### src/rtl/frame_scheduler.sv
// frame_scheduler: once per frame tick, erases the three on-screen boxes,
// moves them, then redraws them, emitting one VGA pixel per cycle.
//
// Ports:
//   clock_50    system clock
//   reset_n     synchronous active-low reset
//   direction   raw active-low keys: [2] up, [1] right, [0] down
//   x, y        pixel coordinate to the VGA adapter
//   colour      pixel colour
//   plot        x/y/colour valid this cycle
//   busy        high while a frame is being processed
//   frame_done  one-cycle pulse after the last DRAW pixel
//   overrun     one-cycle pulse when a tick arrives with one already pending
module frame_scheduler #(
   parameter int unsigned FRAME_DIV = 833333,
   parameter int unsigned SIZE_LOG2 = 3
) (
   input  logic       clock_50,
   input  logic       reset_n,
   input  logic [2:0] direction,
   output logic [7:0] x,
   output logic [6:0] y,
   output logic [2:0] colour,
   output logic       plot,
   output logic       busy,
   output logic       frame_done,
   output logic       overrun
);
   localparam int unsigned SIDE  = 1 << SIZE_LOG2;
   localparam int unsigned PIX_W = 2 * SIZE_LOG2;
   localparam int unsigned DIV_W = (FRAME_DIV > 1) ? $clog2(FRAME_DIV) : 1;
   localparam int unsigned MAXX  = 160 - SIDE;
   localparam int unsigned MAXY  = 120 - SIDE;
   localparam int unsigned STEP  = 4;

   localparam logic [7:0] P_X0 = 8'd76;
   localparam logic [6:0] P_Y0 = 7'd104;
   localparam logic [6:0] T1_Y = 7'd0;
   localparam logic [6:0] T2_Y = 7'(MAXY);
   localparam logic [2:0] BOX_COLOUR    = 3'b111;
   localparam logic [2:0] PLAYER_COLOUR = 3'b100;

   typedef enum logic [1:0] {S_WAIT, S_ERASE, S_MOVE, S_DRAW} state_t;

   state_t             state, state_next;
   logic [DIV_W-1:0]   div, div_next;
   logic               pending, pending_next;
   logic [1:0]         obj, obj_next;
   logic [PIX_W-1:0]   pix, pix_next;
   logic [7:0]         t1_x, t1_x_next, t2_x, t2_x_next, p_x, p_x_next;
   logic [6:0]         p_y, p_y_next;
   logic [2:0]         sync1, sync2;
   logic [7:0]         x_next;
   logic [6:0]         y_next;
   logic [2:0]         colour_next;
   logic               plot_next, busy_next, frame_done_next, overrun_next;

   logic               tick;
   logic [7:0]         obj_x;
   logic [6:0]         obj_y;
   logic [8:0]         p_x_plus;
   logic [7:0]         p_y_plus;

   assign tick     = (div == DIV_W'(FRAME_DIV - 1));
   // Widened sums so the clamp compare sees any carry out of the screen range
   assign p_x_plus = {1'b0, p_x} + 9'(STEP);
   assign p_y_plus = {1'b0, p_y} + 8'(STEP);

   // State and datapath registers
   always_ff @(posedge clock_50) begin
      if (!reset_n) begin
         state      <= S_WAIT;
         div        <= '0;
         pending    <= 1'b0;
         obj        <= '0;
         pix        <= '0;
         t1_x       <= '0;
         t2_x       <= 8'(MAXX);
         p_x        <= P_X0;
         p_y        <= P_Y0;
         sync1      <= 3'b111;
         sync2      <= 3'b111;
         x          <= '0;
         y          <= '0;
         colour     <= '0;
         plot       <= 1'b0;
         busy       <= 1'b0;
         frame_done <= 1'b0;
         overrun    <= 1'b0;
      end else begin
         state      <= state_next;
         div        <= div_next;
         pending    <= pending_next;
         obj        <= obj_next;
         pix        <= pix_next;
         t1_x       <= t1_x_next;
         t2_x       <= t2_x_next;
         p_x        <= p_x_next;
         p_y        <= p_y_next;
         sync1      <= direction;
         sync2      <= sync1;
         x          <= x_next;
         y          <= y_next;
         colour     <= colour_next;
         plot       <= plot_next;
         busy       <= busy_next;
         frame_done <= frame_done_next;
         overrun    <= overrun_next;
      end
   end

   // Next-state, datapath and output decode
   always_comb begin
      state_next      = state;
      div_next        = tick ? '0 : div + DIV_W'(1);
      pending_next    = pending;
      obj_next        = obj;
      pix_next        = pix;
      t1_x_next       = t1_x;
      t2_x_next       = t2_x;
      p_x_next        = p_x;
      p_y_next        = p_y;
      x_next          = x;
      y_next          = y;
      colour_next     = colour;
      plot_next       = 1'b0;
      frame_done_next = 1'b0;
      overrun_next    = 1'b0;

      case (obj)
         2'd0:    begin obj_x = t1_x; obj_y = T1_Y; end
         2'd1:    begin obj_x = t2_x; obj_y = T2_Y; end
         default: begin obj_x = p_x;  obj_y = p_y;  end
      endcase

      case (state)
         S_WAIT: begin
            if (pending) begin
               state_next   = S_ERASE;
               pending_next = 1'b0;
               obj_next     = '0;
               pix_next     = '0;
            end
         end
         S_ERASE: begin
            plot_next   = 1'b1;
            x_next      = obj_x + 8'(pix[SIZE_LOG2-1:0]);
            y_next      = obj_y + 7'(pix[PIX_W-1:SIZE_LOG2]);
            colour_next = 3'b000;
            {obj_next, pix_next} = {obj, pix} + (PIX_W + 2)'(1);
            if (obj == 2'd2 && pix == '1) state_next = S_MOVE;
         end
         S_MOVE: begin
            t1_x_next = (t1_x == 8'(MAXX)) ? 8'd0 : t1_x + 8'd1;
            t2_x_next = (t2_x == 8'd0) ? 8'(MAXX) : t2_x - 8'd1;
            // Keys are active low; up beats right beats down
            if (!sync2[2])
               p_y_next = (p_y >= 7'(STEP)) ? p_y - 7'(STEP) : 7'd0;
            else if (!sync2[1])
               p_x_next = (p_x_plus <= 9'(MAXX)) ? p_x_plus[7:0] : 8'(MAXX);
            else if (!sync2[0])
               p_y_next = (p_y_plus <= 8'(MAXY)) ? p_y_plus[6:0] : 7'(MAXY);
            obj_next   = '0;
            pix_next   = '0;
            state_next = S_DRAW;
         end
         S_DRAW: begin
            // obj wraps to 3 after the last pixel: one closing cycle for frame_done
            if (obj == 2'd3) begin
               frame_done_next = 1'b1;
               state_next      = S_WAIT;
            end else begin
               plot_next   = 1'b1;
               x_next      = obj_x + 8'(pix[SIZE_LOG2-1:0]);
               y_next      = obj_y + 7'(pix[PIX_W-1:SIZE_LOG2]);
               colour_next = (obj == 2'd2) ? PLAYER_COLOUR : BOX_COLOUR;
               {obj_next, pix_next} = {obj, pix} + (PIX_W + 2)'(1);
            end
         end
         default: state_next = S_WAIT;
      endcase

      // A tick in the consuming cycle keeps pending set and reports the overlap
      if (tick) begin
         overrun_next = pending;
         pending_next = 1'b1;
      end

      busy_next = (state_next != S_WAIT);
   end
endmodule

### config.mk
export PLATFORM = sky130hd
export DESIGN_NAME = frame_scheduler
export DESIGN_NICKNAME = d
export VERILOG_FILES = /design/src/rtl/frame_scheduler.sv
export SDC_FILE = /design/constraint.sdc
export NUM_CORES = 1
export LEC_CHECK = 0
export ABC_AREA = 1
export CAP_MARGIN = 20
export CORE_ASPECT_RATIO = 1.75
export CORE_MARGIN = 2
export CORE_UTILIZATION = 45
export DETAILED_ROUTE_END_ITERATION = 16
export PLACE_DENSITY = 0.72
export SLEW_MARGIN = 20
export SYNTH_ARGS = -nofsm -noshare
export SYNTH_HDL_FRONTEND = slang
export SYNTH_SLANG_ARGS = --single-unit
### constraint.sdc
create_clock -name clock_50 -period 2.8 [get_ports clock_50]
set_clock_uncertainty 0.05 [all_clocks]
set_input_delay 0.42 -clock clock_50 [delete_from_list [all_inputs] [get_ports clock_50]]
set_output_delay 0.42 -clock clock_50 [all_outputs]
set_load 0.05 [all_outputs]
==> reports/qor.yml <==
syn_area_sq_um: 4460
drtIter0Drc: 233
fin_ws_ns: 0.374
grt_pass1_vias: 3891
setup_tns_ns: 0
timing.final.hold_violations: 0
drc: 0
coreArea_sq_um: 9730
cts-resized-gates: 0
leakagePower_nw: 2.10
cts.sinks: 85
grt_usage_pct: 20.1
fmaxAchievable_mhz: 412
worstReg2RegStart: "obj[0]$_SDFFE_PN0P_"
cts_tree: "yes"
outcome: "completed"
worstMarginPinSlew_ns: 0.669
detail_route.first_pass.iterations: 5
synth_top_family_by_area: "simple AND/OR/NAND/NOR gates"
wl_per_cell_microns: 13.1
async_flop_share_pct: 0
die_w_microns: 79.3
startpoint: "obj[0]$_SDFFE_PN0P_"
peakVddDrop_uv: 321
cts.clk_slew.worst_paths_ns: 0.06
grt_overflow_total: 0
r2r_setup_slack_ns: 0.37
rows: 48
ant_nets: 0
start_util_pct: 45.9
hp-class: "flip-flop to flip-flop"
drt_wl_total_microns: 10200
yosys.area_share.adder_pct: 5.95
grt_max_degree: 27
htreeDepth: 3
cap_violations: 0
r2r-end: "x[6]$_SDFFE_PN0P_"
start_kind: "flip-flop"
place_ws_ns: 0.365
grt-busiest-layer: "met2"
synth_compound_area_share_pct: 12.5
p_int_w: 0.00192
layout_commonest_cell: "nand2_1"
grt_pass1_wl_microns: 17100
io_pins: 27
met3_usage_pct: 3.13
synthCells: 624
period_share_pct: 86.6
synth.area.mux_share_pct: 0
arrival_ns: 2.61
grt_setup_unrepaired: "false"
gp_congestion: 0.877
hold_path_depth: 1
p_sw_share_pct: 21.0
drv_slew: 0
p_sw_w: 0.000511
finish.net_count: 678
synth_ff_type: "dfxtp_1"
power_density_nw_per_um2: 476
slew_headroom_pct: 55.3
final_cell_mix: "117 x nand2_1, 87 x inv_1, 85 x dfxtp_1"
pwr-share-comb_pct: 2.2
root_buffer: "clkbuf_16"
crit_end: "x[6]$_SDFFE_PN0P_"
area_delta_synth_final_pct: 14.5
avgSynthCellArea_sq_um: 7.15
critical_path_class: "flip-flop to flip-flop"
antenna_found_initial: 0
fp.dieH_microns: 136
met2_usage_pct: 36.6
postCtsSetupBuffers: 0
synth_edf_count: 0
finalSetupViolations: 0
synth-xor-area-share_pct: 4.32
routed-via-count: 4075
seq_power_share_pct: 50.3
required_ns: 2.99
antenna_cells: 0
period_minus_slack_ns: 2.43
ctsHoldBuffers: 0
synthSimpleGateAreaFrac_pct: 29.5
clock_latency_ns: 0.34
avgViaCountPerCell: 5.21
cp_max_fo: 9
die_area_sq_um: 10800
yosysSeqAreaShare_pct: 38.1
synthDistinctLibCells: 45
critPathCaptureType: "flip-flop"
clkPwrFrac_pct: 47.5
io_buffer_count: 26
grt_use_met1_pct: 21.2
yosys_register_bits: 85
drive_gt1_share_pct: 6.54
hpwl_microns: 7630
cts_made_buffers: 9
reg2regPathDepth: 14
clockBufferDepth: 2
yosysWarnings: 0
[registers in the layout, summed over array words and instances (netlist names)]
| register | count |
|---|---|
| plot | 1 |
| overrun | 1 |
| pix | 6 |
| frame_done | 1 |
| state | 2 |
| div | 20 |
| pending | 1 |
| x | 8 |
| p_y | 5 |
| busy | 1 |
| t1_x | 8 |
| obj | 2 |
| y | 7 |
| colour | 2 |
| sync1 | 3 |
| t2_x | 8 |
| sync2 | 3 |
| p_x | 6 |
[cell type report]
type                    count  area (sq um)
fillers                   955          4620
multi-input cells         437          2340
flip-flops and latches     85          1700
inverters                  91           342
repair buffers             29           283
clock buffers              11           233
well taps                 125           156
clock inverters             4          50.0
[per-stage QoR]
stage	power [W]	area, sq um	hold WS [ns]	instances	util (%)
4_1_cts	0.00245	5110	0.371	782	52.5
6_report	0.00243	5110	0.368	782	52.5
3_3_place_gp	0.00130	4830	0.346	767	49.6
3_5_place_dp	0.00130	4830	0.357	767	49.6
5_1_grt	0.00251	5110	0.376	782	52.5
2_1_floorplan	0.00128	4470	0.343	625	-
[power by group through the flow]
stage                     registers, W   logic, W  clock network, W
after floorplan                0.00125  0.0000364                 0
after global placement         0.00125  0.0000530                 0
after detailed placement       0.00125  0.0000534                 0
after CTS                      0.00122  0.0000541           0.00118
after global routing           0.00122  0.0000605           0.00122
final                          0.00122  0.0000538           0.00115
[Yosys cell counts, types with 2 or more instances]
cell type / instances / area, sq um
a211oi_1: 2 / 15.0
a21oi_1: 46 / 230
a21oi_2: 2 / 17.5
a31oi_1: 2 / 12.5
buf_2: 3 / 15.0
buf_4: 2 / 15.0
buf_6: 3 / 33.8
clkbuf_1: 4 / 15.0
conb_1: 2 / 7.51
dfxtp_1: 85 / 1700
fa_1: 2 / 40.0
ha_1: 18 / 225
inv_1: 87 / 327
inv_2: 3 / 11.3
nand2_1: 117 / 439
nand2_4: 2 / 22.5
nand3_1: 41 / 205
nand3b_1: 4 / 30.0
nand4_1: 13 / 81.3
nor2_1: 74 / 278
nor2_2: 5 / 31.3
nor2_4: 2 / 22.5
nor3_1: 9 / 45.0
nor3_2: 2 / 20.0
nor3b_1: 3 / 22.5
o211ai_1: 2 / 15.0
o21ai_0: 39 / 195
o21bai_1: 2 / 15.0
o22ai_1: 4 / 25.0
or2_1: 2 / 12.5
or2_2: 8 / 50.1
xnor2_1: 5 / 43.8
xor2_1: 17 / 149
[how the worst min path moves through the flow]
stage / from / end / slack [ns]
final: sync1[0]$_SDFF_PN1_ / sync2[0]$_SDFF_PN1_ / 0.37
after global routing: sync1[0]$_SDFF_PN1_ / sync2[0]$_SDFF_PN1_ / 0.38
after CTS: sync1[0]$_SDFF_PN1_ / sync2[0]$_SDFF_PN1_ / 0.37
after detailed placement: sync1[0]$_SDFF_PN1_ / sync2[0]$_SDFF_PN1_ / 0.36
after global placement: sync1[2]$_SDFF_PN1_ / sync2[2]$_SDFF_PN1_ / 0.35
after floorplan: sync1[0]$_SDFF_PN1_ / sync2[0]$_SDFF_PN1_ / 0.34
[per-layer routing]
| layer | routed length [microns] | vias to the layer above | share of wire [%] |
|---|---|---|---|
| li1 | - | 2066 | - |
| met5 | 0 | - | 0 |
| met3 | 301 | 36 | 2.9 |
| met1 | 3970 | 1882 | 39 |
| met4 | 453 | 0 | 4.4 |
| met2 | 5480 | 91 | 54 |
[logic make-up (layout without fill, tap and decap cells)]
kind of cell | count (synthesis) | count (layout)
XOR/XNOR | 22 | 22
AO/OA/AOI/OAI | 103 | 103
buffers and inverters | 103 | 135
other | 2 | 3
flip-flops | 85 | 85
AND/OR/NAND/NOR | 289 | 289
adder cells (fa/ha/maj) | 20 | 20
[critical path, cell delays in order (launching register included)]
cell	delay (ns)
dfxtp_1	0.36
nor2_2	0.29
inv_1	0.14
o22ai_1	0.18
ha_1	0.19
inv_1	0.06
fa_1	0.40
nor2_1	0.12
nor2_1	0.06
nor2_1	0.16
nand3_1	0.09
nand2_1	0.06
nand3_1	0.06
nand2_1	0.07
inv_1	0.03
(Power assumes the default switching activity.)
